$ cat config.mk
export PLATFORM = sky130hd
export DESIGN_NAME = sram_controller
export DESIGN_NICKNAME = d
export VERILOG_FILES = /design/src/rtl/arm_mem_pkg.sv /design/src/rtl/sram_wait_counter.sv /design/src/rtl/sram_controller.sv
export SDC_FILE = /design/constraint.sdc
export NUM_CORES = 1
export LEC_CHECK = 0
export CAP_MARGIN = 0
export CORE_MARGIN = 5
export CORE_UTILIZATION = 40
export DETAILED_ROUTE_END_ITERATION = 8
export DONT_BUFFER_PORTS = 1
export PLACE_DENSITY = 0.52
export SLEW_MARGIN = 40
export SYNTH_ARGS = -nofsm -noshare
export SYNTH_HDL_FRONTEND = slang
export SYNTH_HIERARCHICAL = 1
export SYNTH_SLANG_ARGS = --single-unit
$ cat constraint.sdc
create_clock -name clk -period 4.15 [get_ports clk]
set_input_delay 0.415 -clock clk [delete_from_list [all_inputs] [get_ports clk]]
set_output_delay 0.415 -clock clk [all_outputs]
set_load 0.01 [all_outputs]
$ cat src/rtl/arm_mem_pkg.sv
`default_nettype none
// ============================================================================
//  Module      : arm_mem_pkg
//  Description : Shared types and constants for the data-memory SRAM path.
//                Holds the controller state encoding, the SRAM bus widths
//                and the default byte address of data-memory word 0.
//  Revision    : 1.0 - initial release
// ============================================================================
package arm_mem_pkg;

    localparam int          SRAM_ADDR_W         = 18;
    localparam int          SRAM_DATA_W         = 16;
    localparam logic [31:0] DEFAULT_BASE_ADDR   = 32'd1024;
    localparam int          DEFAULT_WAIT_CYCLES = 5;

    // IDLE -> LOW (low half-word) -> HIGH (high half-word) -> DONE -> IDLE
    typedef enum logic [1:0] {
        IDLE = 2'd0,
        LOW  = 2'd1,
        HIGH = 2'd2,
        DONE = 2'd3
    } mem_state_t;

endpackage
`default_nettype wire

$ cat src/rtl/sram_wait_counter.sv
`default_nettype none
// ============================================================================
//  Module      : sram_wait_counter
//  Description : 4-bit wait-state counter shared by both half-word phases.
//                Clear has priority over enable. o_terminal flags the last
//                count (WAIT_CYCLES-1) of a phase.
//  Ports       : clk, rst      - clock, asynchronous active-high reset
//                i_clear       - force the count back to zero
//                i_enable      - advance the count by one
//                o_count       - current count
//                o_terminal    - high when o_count == WAIT_CYCLES-1
//  Revision    : 1.0 - initial release
// ============================================================================
module sram_wait_counter
    import arm_mem_pkg::*;
#(
    parameter int WAIT_CYCLES = DEFAULT_WAIT_CYCLES
) (
    input  logic       clk,
    input  logic       rst,
    input  logic       i_clear,
    input  logic       i_enable,
    output logic [3:0] o_count,
    output logic       o_terminal
);

    localparam logic [3:0] c_last = 4'(WAIT_CYCLES - 1);

    logic [3:0] r_count;

    always_ff @(posedge clk or posedge rst) begin
        if (rst) begin
            r_count <= 4'd0;
        end else if (i_clear) begin
            r_count <= 4'd0;
        end else if (i_enable) begin
            r_count <= r_count + 4'd1;
        end
    end

    assign o_count    = r_count;
    assign o_terminal = (r_count == c_last);

endmodule
`default_nettype wire

$ cat src/rtl/sram_controller.sv
`default_nettype none
// ============================================================================
//  Module      : sram_controller
//  Description : Turns each 32-bit MEM-stage load/store into two 16-bit
//                accesses to an asynchronous SRAM (low half, then high half),
//                each held for WAIT_CYCLES cycles. ready is low while an
//                access is in flight and is used to freeze the pipeline.
//  Ports       : clk, rst               - clock, async active-high reset
//                mem_r_en, mem_w_en     - load / store request
//                address, write_data    - byte address, store data
//                read_data              - load result (registered)
//                ready                  - no access pending
//                sram_addr              - SRAM half-word address
//                sram_dq_out/oe/in      - pad data out, output enable, in
//                sram_we_n/ce_n/oe_n/ub_n/lb_n - active-low SRAM strobes
//  Revision    : 1.0 - initial release
// ============================================================================
module sram_controller
    import arm_mem_pkg::*;
#(
    parameter logic [31:0] BASE_ADDR   = DEFAULT_BASE_ADDR,
    parameter int          WAIT_CYCLES = DEFAULT_WAIT_CYCLES
) (
    input  logic                   clk,
    input  logic                   rst,
    input  logic                   mem_r_en,
    input  logic                   mem_w_en,
    input  logic [31:0]            address,
    input  logic [31:0]            write_data,
    output logic [31:0]            read_data,
    output logic                   ready,
    output logic [SRAM_ADDR_W-1:0] sram_addr,
    output logic [SRAM_DATA_W-1:0] sram_dq_out,
    output logic                   sram_dq_oe,
    input  logic [SRAM_DATA_W-1:0] sram_dq_in,
    output logic                   sram_we_n,
    output logic                   sram_ce_n,
    output logic                   sram_oe_n,
    output logic                   sram_ub_n,
    output logic                   sram_lb_n
);

    // Count value one before the last: the registered we_n must rise on
    // entry to the last count, so it is decided one cycle early.
    localparam logic [3:0] c_pre_last = 4'(WAIT_CYCLES - 2);

    mem_state_t                  r_state;
    logic                        r_write;
    logic [SRAM_ADDR_W-2:0]      r_word;
    logic [31:0]                 r_wdata;
    logic [SRAM_DATA_W-1:0]      r_low_buf;

    logic [31:0]                 w_offset;
    logic [SRAM_ADDR_W-2:0]      w_word;
    logic                        w_busy;
    logic [3:0]                  w_count;
    logic                        w_terminal;
    logic                        w_pre_last;
    logic                        w_unused_offset;

    // Word index relative to data memory; bits above the SRAM range and the
    // byte offset are dropped without any range check.
    assign w_offset        = address - BASE_ADDR;
    assign w_word          = w_offset[SRAM_ADDR_W:2];
    assign w_unused_offset = ^{w_offset[31:SRAM_ADDR_W+1], w_offset[1:0]};

    assign w_busy     = (r_state == LOW) || (r_state == HIGH);
    assign w_pre_last = (w_count == c_pre_last);

    // Counter restarts at zero for each half: cleared outside the busy
    // phases and on the terminal count of a phase.
    sram_wait_counter #(
        .WAIT_CYCLES (WAIT_CYCLES)
    ) u_wait_counter (
        .clk        (clk),
        .rst        (rst),
        .i_clear    (~w_busy | w_terminal),
        .i_enable   (w_busy),
        .o_count    (w_count),
        .o_terminal (w_terminal)
    );

    // ready drops in the same cycle a request appears in IDLE so the
    // pipeline freezes before the request edge.
    assign ready = (r_state == IDLE) ? ~(mem_r_en | mem_w_en)
                                     : (r_state == DONE);

    // SRAM outputs are loaded with the value for the *next* cycle so that
    // they are glitch-free registers aligned with the state.
    always_ff @(posedge clk or posedge rst) begin
        if (rst) begin
            r_state     <= IDLE;
            r_write     <= 1'b0;
            r_word      <= '0;
            r_wdata     <= '0;
            r_low_buf   <= '0;
            read_data   <= '0;
            sram_addr   <= '0;
            sram_dq_out <= '0;
            sram_dq_oe  <= 1'b0;
            sram_we_n   <= 1'b1;
            sram_ce_n   <= 1'b1;
            sram_oe_n   <= 1'b1;
            sram_ub_n   <= 1'b1;
            sram_lb_n   <= 1'b1;
        end else begin
            case (r_state)
                IDLE: begin
                    if (mem_w_en | mem_r_en) begin
                        // Store wins when both enables are high.
                        r_state     <= LOW;
                        r_write     <= mem_w_en;
                        r_word      <= w_word;
                        r_wdata     <= write_data;
                        sram_addr   <= {w_word, 1'b0};
                        sram_ce_n   <= 1'b0;
                        sram_ub_n   <= 1'b0;
                        sram_lb_n   <= 1'b0;
                        sram_oe_n   <= mem_w_en;
                        sram_we_n   <= ~mem_w_en;
                        sram_dq_oe  <= mem_w_en;
                        sram_dq_out <= mem_w_en ? write_data[15:0] : '0;
                    end
                end

                LOW: begin
                    if (w_terminal) begin
                        r_state     <= HIGH;
                        r_low_buf   <= sram_dq_in;
                        sram_addr   <= {r_word, 1'b1};
                        sram_we_n   <= ~r_write;
                        sram_dq_out <= r_write ? r_wdata[31:16] : '0;
                    end else begin
                        sram_we_n   <= ~r_write | w_pre_last;
                    end
                end

                HIGH: begin
                    if (w_terminal) begin
                        r_state    <= DONE;
                        if (!r_write) begin
                            read_data <= {sram_dq_in, r_low_buf};
                        end
                        sram_ce_n  <= 1'b1;
                        sram_ub_n  <= 1'b1;
                        sram_lb_n  <= 1'b1;
                        sram_oe_n  <= 1'b1;
                        sram_we_n  <= 1'b1;
                        sram_dq_oe <= 1'b0;
                    end else begin
                        sram_we_n  <= ~r_write | w_pre_last;
                    end
                end

                DONE: begin
                    r_state <= IDLE;
                end

                default: begin
                    r_state <= IDLE;
                end
            endcase
        end
    end

endmodule
`default_nettype wire

==> run metrics, run 1 <==
status=complete, but fails checks; failing checks=negative hold slack; clk sinks=126; Buffers & Inverters on Critical Path=1; Setup crit end=ready; Mapped Cells=431; Tot Pwr=5170 uW; setup slack after layout=1.54 ns; fmax=384 MHz; Crit path largest cell delay=0.60 ns; Final Hold Fails=18; DRT antenna net count=0; Yosys cell types=45; sw power=1750 uW; Critical Path Source Type=flip-flop; total clock buffers created by CTS=17; EDFF count, synth=0; Comb pwr share=0.284; Clock Pin Slew Worst Setup and Hold Paths=0.05 ns; top post-synthesis cells by area=dfrtp_1, mux2_2, nor2_1; global-route wire length before repair=19000 um; Clock power frac=0.276; Final Skew=0.00952 ns; WS Path Type=flip-flop to primary output; Int Power=3420 uW; Req. time, crit path=3.73 ns; Worst slew margin=0.488; Synth Warn #=6; Horiz. Die Dim=126 um; ANT cells=0; R2R Path End=sram_addr[12]; routed via count=3257; share of post-route cells with drive strength above 1=0.275; highest-delay cell along the critical path=or3b_1; DRT Pass-1 Iters=4; Hold WS=-0.0295 ns; VDD IR max=300 uV; area leader, netlist=dfrtp_1; gp weighted congestion=0.783; initial core utilization=0.408; Leak Pwr=0.00262 uW; critical-path cell list=inv_1 > ha_1 > or3b_1 > nand2b_1; sw frac=0.338; fin crit share=0.628; routed length per instance=18.6 um; TNS Setup=0 ns; top-count cell post-synth=dfrtp_1; latest clock arrival within the worst-skew pair=0.41 ns; initial antenna violation count=0; Seq cells post-synth=126; post-CTS resize count=0; crit end category=primary output; vias in the first global route=3510; area grow syn2layout=13.4%; Place WS=1.51 ns; Routed WL=11500 um; Final nets=523; CP Depth=4; min Tclk post-route=2.61 ns; Clock Path Buffers=2; Flop pwr share=0.441; Final Setup Violations=0; grt ovf=0; dominant synthesized flop cell=dfrtp_1; core box area=0.0132 mm2; Cell Pwr Density=848 mW/mm2; register area share after synthesis=0.587; H-tree levels=4; worst r2r src=r_state[0]; DR iter-0 viols=190; Synth top cells by count=dfrtp_1, mux2_2, nor2_1; Max Cap Violations=0; # DRC=0; max-slew violation count=0; RSZ-0062 raised after global routing=false; CP max FO=11; Placed Cells incl. Taps=587; CP Data Arrival Time=2.19 ns; share of the synthesized area in the top cell type=0.572; CTS root buf=clkbuf_16; Worst R2R Path Depth=5; die area=0.0159 mm2; TritonCTS clock tree=built; total track usage=0.152; Crit path max-delay family=simple AND/OR/NAND/NOR gates; vias per cell=5.26; Post-DP HPWL=8220 um; FF-to-FF setup slack=1.55 ns; worst setup path startpoint=r_state[0]; row cnt=42; share of async-settable or async-resettable flops after synthesis=1.00; syn_area_per_cell=12.5 um2; Mapped Area=0.00538 mm2; syn nets=523; largest net degree at the start of global routing=77; Slew @ Worst Pin=0.768 ns; fin cells=619; min-delay worst type=primary input to async pin; # port buffers=0; Chip Height=126 um; io pins=157
-- sequential cells by signal (all words and copies together), names as in the netlist --
signal                  count
read_data                  32
sram_addr                  18
r_word                     17
r_low_buf                  16
r_wdata                    16
sram_dq_out                16
u_wait_counter/o_count      4
r_state                     2
r_write                     1
sram_dq_oe                  1
sram_lb_n                   1
sram_oe_n                   1
sram_we_n                   1
-- worst min path at each step --
stage	startpoint	slack (ns)	depth (start not counted)	to
final	rst	-0.03	1	read_data[19]
after global routing	rst	0.03	1	read_data[19]
after CTS	rst	0.009	1	r_state[0]
after detailed placement	rst	0.20	1	u_wait_counter/o_count[3]
after global placement	rst	0.20	1	u_wait_counter/o_count[2]
after floorplan	rst	0.18	1	u_wait_counter/o_count[0]
-- layout make-up --
cell class,instances,area [um2]
Timing Repair Buffer,8,77.6
Sequential cell,126,3160
Inverter,12,50.0
Multi-Input combinational cell,266,2020
Fill cell,1243,7090
Clock inverter,7,85.1
Clock buffer,24,492
Tap cell,176,220
-- power groups by stage --
| stage | Sequential [uW] | Combinational, uW | Clock, uW |
|---|---|---|---|
| after floorplan | 2170 | 1280 | 0 |
| after global placement | 2290 | 1390 | 0 |
| after detailed placement | 2310 | 1500 | 0 |
| after CTS | 2290 | 1500 | 1470 |
| after global routing | 2350 | 1680 | 1530 |
| final | 2280 | 1470 | 1430 |
-- cell usage in the layout (no fill, tap or decap), types with 3 or more instances in the layout --
| cell type | count |
|---|---|
| xnor2_1 | 6 |
| dfstp_2 | 3 |
| nand2_1 | 30 |
| inv_1 | 11 |
| nand2b_1 | 3 |
| a21oi_1 | 8 |
| nor2_1 | 48 |
| ha_1 | 8 |
| mux2_2 | 76 |
| clkinv_2 | 5 |
| nand3_1 | 3 |
| dfrtp_1 | 123 |
| buf_4 | 5 |
| clkbuf_1 | 3 |
| a32oi_1 | 3 |
| a221oi_1 | 16 |
| clkbuf_8 | 4 |
| mux2i_1 | 10 |
| o21ai_0 | 26 |
| clkbuf_16 | 17 |
-- cell families (layout without fill, tap and decap cells) --
| family | after synthesis | count (layout) | share of synthesized area |
|---|---|---|---|
| DFF | 126 | 126 | 0.587 |
| and+or+nand+nor | 97 | 97 | 0.0775 |
| muxes | 87 | 87 | 0.181 |
| AOI/OAI and AO/OA | 66 | 66 | 0.0840 |
| buffers and inverters | 39 | 51 | 0.0395 |
| adders and majority gates | 8 | 8 | 0.0186 |
| xor gates and xnor gates | 8 | 8 | 0.0130 |
-- layer usage --
metal,vias up,wire length (um),global-route usage
met5,-,0,0
met4,0,197,0.0637
met2,115,5580,0.242
met3,13,1370,0.0809
met1,1626,4380,0.171
li1,1503,-,-
-- worst reg2reg max path: cells and delay by family (launching register included) --
| family | cells | cell delay, ns |
|---|---|---|
| AND/OR/NAND/NOR | 1 | 0.49 |
| buffers and inverters | 1 | 0.10 |
| flip-flops | 1 | 0.39 |
| adder cells (fa/ha/maj) | 1 | 0.35 |
| multiplexers | 1 | 0.42 |
| AO/OA/AOI/OAI | 1 | 0.74 |
-- timing repair --
action / in CTS / in global routing
endpoints found under the hold margin: 4 / 0
setup buffers: 0 / 0
hold buffers: 1 / 0
-- stage by stage --
step,utilization,area (um2)
floorplan,-,5380
global placement,0.415,5480
detailed placement,0.418,5510
CTS,0.463,6100
global route,0.463,6100
finish,0.463,6100
Power figures use the tool's default switching activity.
==> run 2: changes to the inputs <==
- clock period: 4.15 -> 2.55 ns (I/O delays scaled with it)
==> run metrics, run 2 (synthesis results as in run 1) <==
Worst R2R Path Depth=9 (+4); Setup Buffers After CTS=0 (unchanged); Max Cap Violations=0 (unchanged); Clock Path Buffers=2 (unchanged); area grow syn2layout=23.4%; die area=0.0159 mm2 (unchanged); Final Setup Violations=0 (unchanged); # DRC=0 (unchanged); Clock Pin Slew Worst Setup and Hold Paths=0.06 ns (about the same); Final nets=571 (+9.2%); gp weighted congestion=0.734 (-6.2%); total clock buffers created by CTS=17 (unchanged); global-route wire length before repair=19800 um (+4.1%); max-slew violation count=0 (unchanged); sw power=2910 uW (+67%); Top reg by flops=read_data; # port buffers=0 (unchanged); sw frac=0.339 (+0.000440); fmax=441 MHz; Req. time, crit path=2.84 ns (-0.89 ns); FF-to-FF setup slack=0.28 ns (-1.27 ns); Routed WL=11900 um (+3.2%); vias in the first global route=3691 (+5.2%); Slew @ Worst Pin=0.717 ns (-0.0504 ns); DR iter-0 viols=117 (-38%); DRT antenna net count=0 (unchanged); CP max FO=29 (+18); min-delay src=write_data[15]; Flop pwr share=0.429 (-0.012); WS Path Type=flip-flop to flip-flop; largest registers=read_data: 32 flops, sram_addr: 18 flops, r_word: 17 flops; TritonCTS clock tree=built; Leak Pwr=0.00283 uW (+8.1%); Cell Pwr Density=1300 mW/mm2 (+53%); ANT cells=0 (unchanged); Critical Path Source Type=flip-flop; TNS Setup=0 ns (unchanged); initial antenna violation count=0 (unchanged); CP Data Arrival Time=2.56 ns (+0.37 ns); Hold Path Depth=2; CTS root buf=clkbuf_16; Filler cells=1162 (-6.5%); R2R Path End=sram_dq_out[13]; commonest non-fill, non-tap cell in the layout=dfrtp_1; max FFs per register=32 (unchanged); fin crit share=0.889; Chip Height=126 um (unchanged); setup slack after layout=0.282 ns (-1.26 ns); min-delay worst type=primary input to flip-flop; routed via count=3420 (+5.0%); Post-DP HPWL=8240 um (+0.33%); worst setup path startpoint=u_wait_counter/o_count[0]; Worst slew margin=0.521 (+0.0331); crit end category=flip-flop; routed length per instance=17.8 um (-4.4%); Comb pwr share=0.291 (+0.007); most frequent cells in the layout=dfrtp_1, mux2_2, nor2_1, dlygate4sd3_1, nand2_1; Tot Pwr=8610 uW (+66%); min Tclk post-route=2.27 ns; largest net degree at the start of global routing=43 (-44%); DRT Pass-1 Iters=5 (+1); H-tree levels=4 (unchanged); row cnt=42 (unchanged); Clock power frac=0.279 (+0.003); clk sinks=126 (unchanged); worst r2r src=u_wait_counter/o_count[0]; share of post-route cells with drive strength above 1=0.258 (-0.0173); Int Power=5690 uW (+66%); core box area=0.0132 mm2 (unchanged); status=finished, final reports clean; vias per cell=5.12 (-2.7%); Final Skew=0.00599 ns (-0.00353 ns); Place WS=0.283 ns (-1.23 ns); Setup crit end=sram_dq_out[13]; grt ovf=0 (unchanged); io pins=157 (unchanged); Hold WS=0.0220 ns (+0.0515 ns); total track usage=0.158 (+0.00565); Final Hold Fails=0 (-18); RSZ-0062 raised after global routing=false; latest clock arrival within the worst-skew pair=0.41 ns (about the same); initial core utilization=0.408 (unchanged); VDD IR max=500 uV (+67%); Horiz. Die Dim=126 um (unchanged)
==> run 2: cell count changes in the layout (fill, tap and decap cells not counted) <==
| cell | previous run | this run |
|---|---|---|
| inv_6 | 1 | 0 |
| clkinvlp_4 | 0 | 4 |
| bufinv_16 | 2 | 3 |
| clkbuf_8 | 4 | 1 |
| buf_4 | 5 | 6 |
| buf_12 | 0 | 4 |
| clkinv_2 | 5 | 4 |
| clkinv_4 | 0 | 1 |
| buf_8 | 2 | 0 |
| and2_1 | 2 | 1 |
| and2_0 | 0 | 1 |
| dlygate4sd3_1 | 1 | 45 |
| buf_16 | 0 | 1 |
==> run 2: worst min-delay path by stage <==
| stage | to | slack (ns) |
|---|---|---|
| after floorplan | u_wait_counter/o_count[0] | 0.02 |
| after global placement | u_wait_counter/o_count[3] | 0.04 |
| after detailed placement | u_wait_counter/o_count[2] | 0.05 |
| after CTS | sram_dq_out[0] | 0.002 |
| after global routing | sram_dq_out[15] | 0.03 |
| final | sram_dq_out[15] | 0.02 |
==> run 2: power by group through the flow <==
stage | logic, uW | registers, uW | clock network (uW)
5_1_grt | 2860 | 3830 | 2570
6_report | 2510 | 3690 | 2400
3_3_place_gp | 2370 | 3720 | 0
2_1_floorplan | 2090 | 3530 | 0
3_5_place_dp | 2500 | 3750 | 0
4_1_cts | 2560 | 3720 | 2470
==> run 2: worst max-delay path, cell delays in order (launching register included) <==
cell      delay (ns)
dfrtp_1         0.43
inv_1           0.08
ha_1            0.14
nand2_1         0.05
nor2_1          0.40
nand2b_1        0.28
o211ai_4        0.22
buf_12          0.24
a221oi_1        0.24
nor2_1          0.07
==> run 2: repair_timing <==
action | CTS | global route
hold endpoints to repair | 89 | 0
resized for setup | 0 | 0
hold buffers | 45 | 0
==> run 2: metal layers <==
layer / vias up / share of wire / GRT usage
met5: - / 0 / 0
met3: 15 / 0.095 / 0.0699
met2: 114 / 0.48 / 0.247
li1: 1608 / - / -
met4: 0 / 0.016 / 0.0650
met1: 1683 / 0.41 / 0.190
==> run 2: cell type report <==
| cell class | instances | area, um2 | area share |
|---|---|---|---|
| flip-flops and latches | 126 | 3160 | 0.475 |
| multi-input cells | 266 | 2020 | 0.304 |
| repair buffers | 56 | 603 | 0.0908 |
| clock buffers | 21 | 450 | 0.0678 |
| well taps | 176 | 220 | 0.0332 |
| clock inverters | 11 | 141 | 0.0213 |
| inverters | 12 | 48.8 | 0.00735 |
==> run 2: per-stage QoR <==
step                utilization  instances  instance area (um2)
detailed placement        0.424        591                 5600
floorplan                     -        431                 5380
global placement          0.422        590                 5570
finish                    0.503        668                 6640
global route              0.503        668                 6640
CTS                       0.503        668                 6640
==> run 3: changes to the inputs <==
- ABC_AREA: default -> 1
- PLACE_DENSITY: 0.52 -> default
==> run metrics, run 3 <==
status=finished, final reports clean; Synth top cells by count=nand2_1, dfrtp_1, o21ai_0; min Tclk post-route=2.20 ns (-0.0662 ns); initial core utilization=0.406 (-0.00164); top-count cell post-synth=nand2_1; CTS root buf=clkbuf_16; Final Hold Fails=0 (unchanged); commonest non-fill, non-tap cell in the layout=nand2_1; gp weighted congestion=0.856 (+17%); worst r2r src=u_wait_counter/o_count[0]; register area=0.00316 mm2 (unchanged); Flop pwr share=0.426 (-0.003); TNS Setup=0 ns (unchanged); Horiz. Die Dim=128 um (+1.8%); Top reg by flops=read_data; Worst R2R Path Depth=10 (+1); core box area=0.0138 mm2 (+4.4%); sw frac=0.367 (+0.0286); syn_area_per_cell=8.94 um2 (-28%); dominant synthesized flop cell=dfrtp_1; largest registers=read_data: 32 flops, sram_addr: 18 flops, r_word: 17 flops; top post-synthesis cells by area=dfrtp_1, nand2_1, o21ai_0; Yosys cell types=26 (-42%); Comb pwr share=0.278 (-0.013); FF-to-FF setup slack=0.35 ns (+0.07 ns); max-slew violation count=0 (unchanged); io pins=157 (unchanged); CP Data Arrival Time=2.55 ns (about the same); DRT Pass-1 Iters=4 (-1); TritonCTS clock tree=built; Seq cells post-synth=126 (unchanged); fmax=454 MHz (+3.0%); routed length per instance=15.1 um (-15%); vias per cell=4.93 (-3.8%); # port buffers=0 (unchanged); min-delay worst type=primary input to flip-flop; grt ovf=0 (unchanged); Max Cap Violations=0 (unchanged); largest net degree at the start of global routing=117 (+170%); Critical Path Source Type=flip-flop; fin crit share=0.863 (-0.0260); VDD IR max=511 uV (+2.3%); area leader, netlist=dfrtp_1; CP dominant cell by count=nand2_1; post-CTS resize count=0 (unchanged); Slew @ Worst Pin=0.736 ns (+0.0188 ns); Leak Pwr=0.00334 uW (+18%); share of async-settable or async-resettable flops after synthesis=1.00 (unchanged); Int Power=5550 uW (-2.4%); DP Area=0.00572 mm2 (+2.2%); Buffers & Inverters on Critical Path=2 (unchanged); met1 Use GR=0.199 (+0.00854); worst setup path startpoint=u_wait_counter/o_count[0]; vias in the first global route=4306 (+17%); highest-delay cell along the critical path=inv_2; die area=0.0165 mm2 (+3.7%); most frequent cells in the layout=nand2_1, dfrtp_1, o21ai_0, inv_1, dlygate4sd3_1; Hold WS=0.0176 ns (-0.00448 ns); share of post-route cells with drive strength above 1=0.130 (-0.128); Mapped Area=0.00559 mm2 (+4.0%); min-delay src=sram_dq_in[12]; Final Skew=0.00847 ns (+0.00248 ns); row cnt=43 (+2.4%); Multi-input gate area=0.00200 mm2 (-1.1%); global-route wire length before repair=21300 um (+8.0%); H-tree levels=4 (unchanged); register area share after synthesis=0.564 (-0.0226); Clock Pin Slew Worst Setup and Hold Paths=0.06 ns (about the same); Cell Pwr Density=1320 mW/mm2 (+2.0%); Setup crit end=sram_addr[11]; Clock Path Buffers=2 (unchanged); syn nets=718 (+37%); Post-DP HPWL=8530 um (+3.5%); WS Path Type=flip-flop to flip-flop; share of the synthesized area in the top cell type=0.550 (-0.0220); Final Setup Violations=0 (unchanged); crit end category=flip-flop; initial antenna violation count=0 (unchanged); met3 GRT Util=0.0854 (+0.0156); Routed WL=12700 um (+7.2%); total track usage=0.164 (+0.00625); # DRC=0 (unchanged); sw power=3220 uW (+11%); critical-path cell list=inv_1 > ha_1 > nand2_1 > nor2_1 > nand2_1 > o21ai_2 > nand2_2 > inv_2 > o211ai_1 > nand2_1; area grow syn2layout=18.7%; R2R Path End=sram_addr[11]; Most Crowded Layer GR=met2; Crit path largest cell delay=0.43 ns (about the same); CP Depth=10 (+1); routing usage on met2=0.245 (-0.00208); DR iter-0 viols=241 (+110%); Req. time, crit path=2.90 ns (+0.06 ns); ANT cells=0 (unchanged); Worst slew margin=0.508 (-0.0128); EDFF count, synth=0 (unchanged); Final nets=741 (+30%); Chip Height=128 um (+1.8%); routed via count=4148 (+21%); total clock buffers created by CTS=17 (unchanged); Crit path max-delay family=simple AND/OR/NAND/NOR gates; Clock power frac=0.296 (+0.017); CP max FO=21 (-28%); RSZ-0062 raised after global routing=false; final core occ=0.482 (-0.0212); Synth Warn #=6 (unchanged); Mapped Cells=626 (+45%); Filler cells=1332 (+15%); clk sinks=126 (unchanged); max FFs per register=32 (unchanged); fin area=0.00664 mm2 (about the same); DRT antenna net count=0 (unchanged); latest clock arrival within the worst-skew pair=0.41 ns (about the same)
[run 3: cell type report]
class                   count  share of cell area
flip-flops and latches    126               0.475
multi-input cells         399               0.301
clock buffers              20              0.0673
repair buffers             35              0.0539
inverters                  70              0.0401
well taps                 180              0.0339
clock inverters            12              0.0288
[run 3: worst min path at each step]
stage	end	slack (ns)	depth (start not counted)
after floorplan	u_wait_counter/o_count[0]	0.02	1
after global placement	u_wait_counter/o_count[2]	0.04	1
after detailed placement	u_wait_counter/o_count[2]	0.04	1
after CTS	read_data[28]	0.001	2
after global routing	read_data[18]	0.002	2
final	read_data[28]	0.02	2
[run 3: cells by family (layout without fill, tap and decap cells)]
family	count (synthesis)	after routing	synth area share
AND/OR/NAND/NOR	244	244	0.178
AO/OA/AOI/OAI	129	129	0.124
flip-flops	126	126	0.564
buffers and inverters	101	137	0.0796
multiplexers	16	16	0.0322
adder cells (fa/ha/maj)	8	8	0.0179
XOR/XNOR	2	2	0.00313
[run 3: what timing repair did]
item,CTS,global route
hold buffers,28,0
buffers inserted,0,0
hold endpoints to repair,44,0
[run 3: power groups by stage]
stage	Clock, uW	Sequential, uW	Combinational [uW]
6_report	2600	3740	2440
4_1_cts	2670	3770	2480
3_5_place_dp	0	3790	2430
2_1_floorplan	0	3550	2070
3_3_place_gp	0	3750	2320
5_1_grt	2760	3880	2850
[run 3: per-stage QoR]
step	setup slack [ns]	total power [uW]	cells
2_1_floorplan	0.800	5620	626
3_3_place_gp	0.406	6070	782
3_5_place_dp	0.335	6220	782
4_1_cts	0.326	8910	842
5_1_grt	0.0908	9490	842
6_report	0.348	8780	842
[run 3: per-layer routing]
layer | share of wire | up-vias
met2 | 0.46 | 140
met5 | 0 | -
met1 | 0.41 | 1955
li1 | - | 2035
met4 | 0.021 | 0
met3 | 0.11 | 18
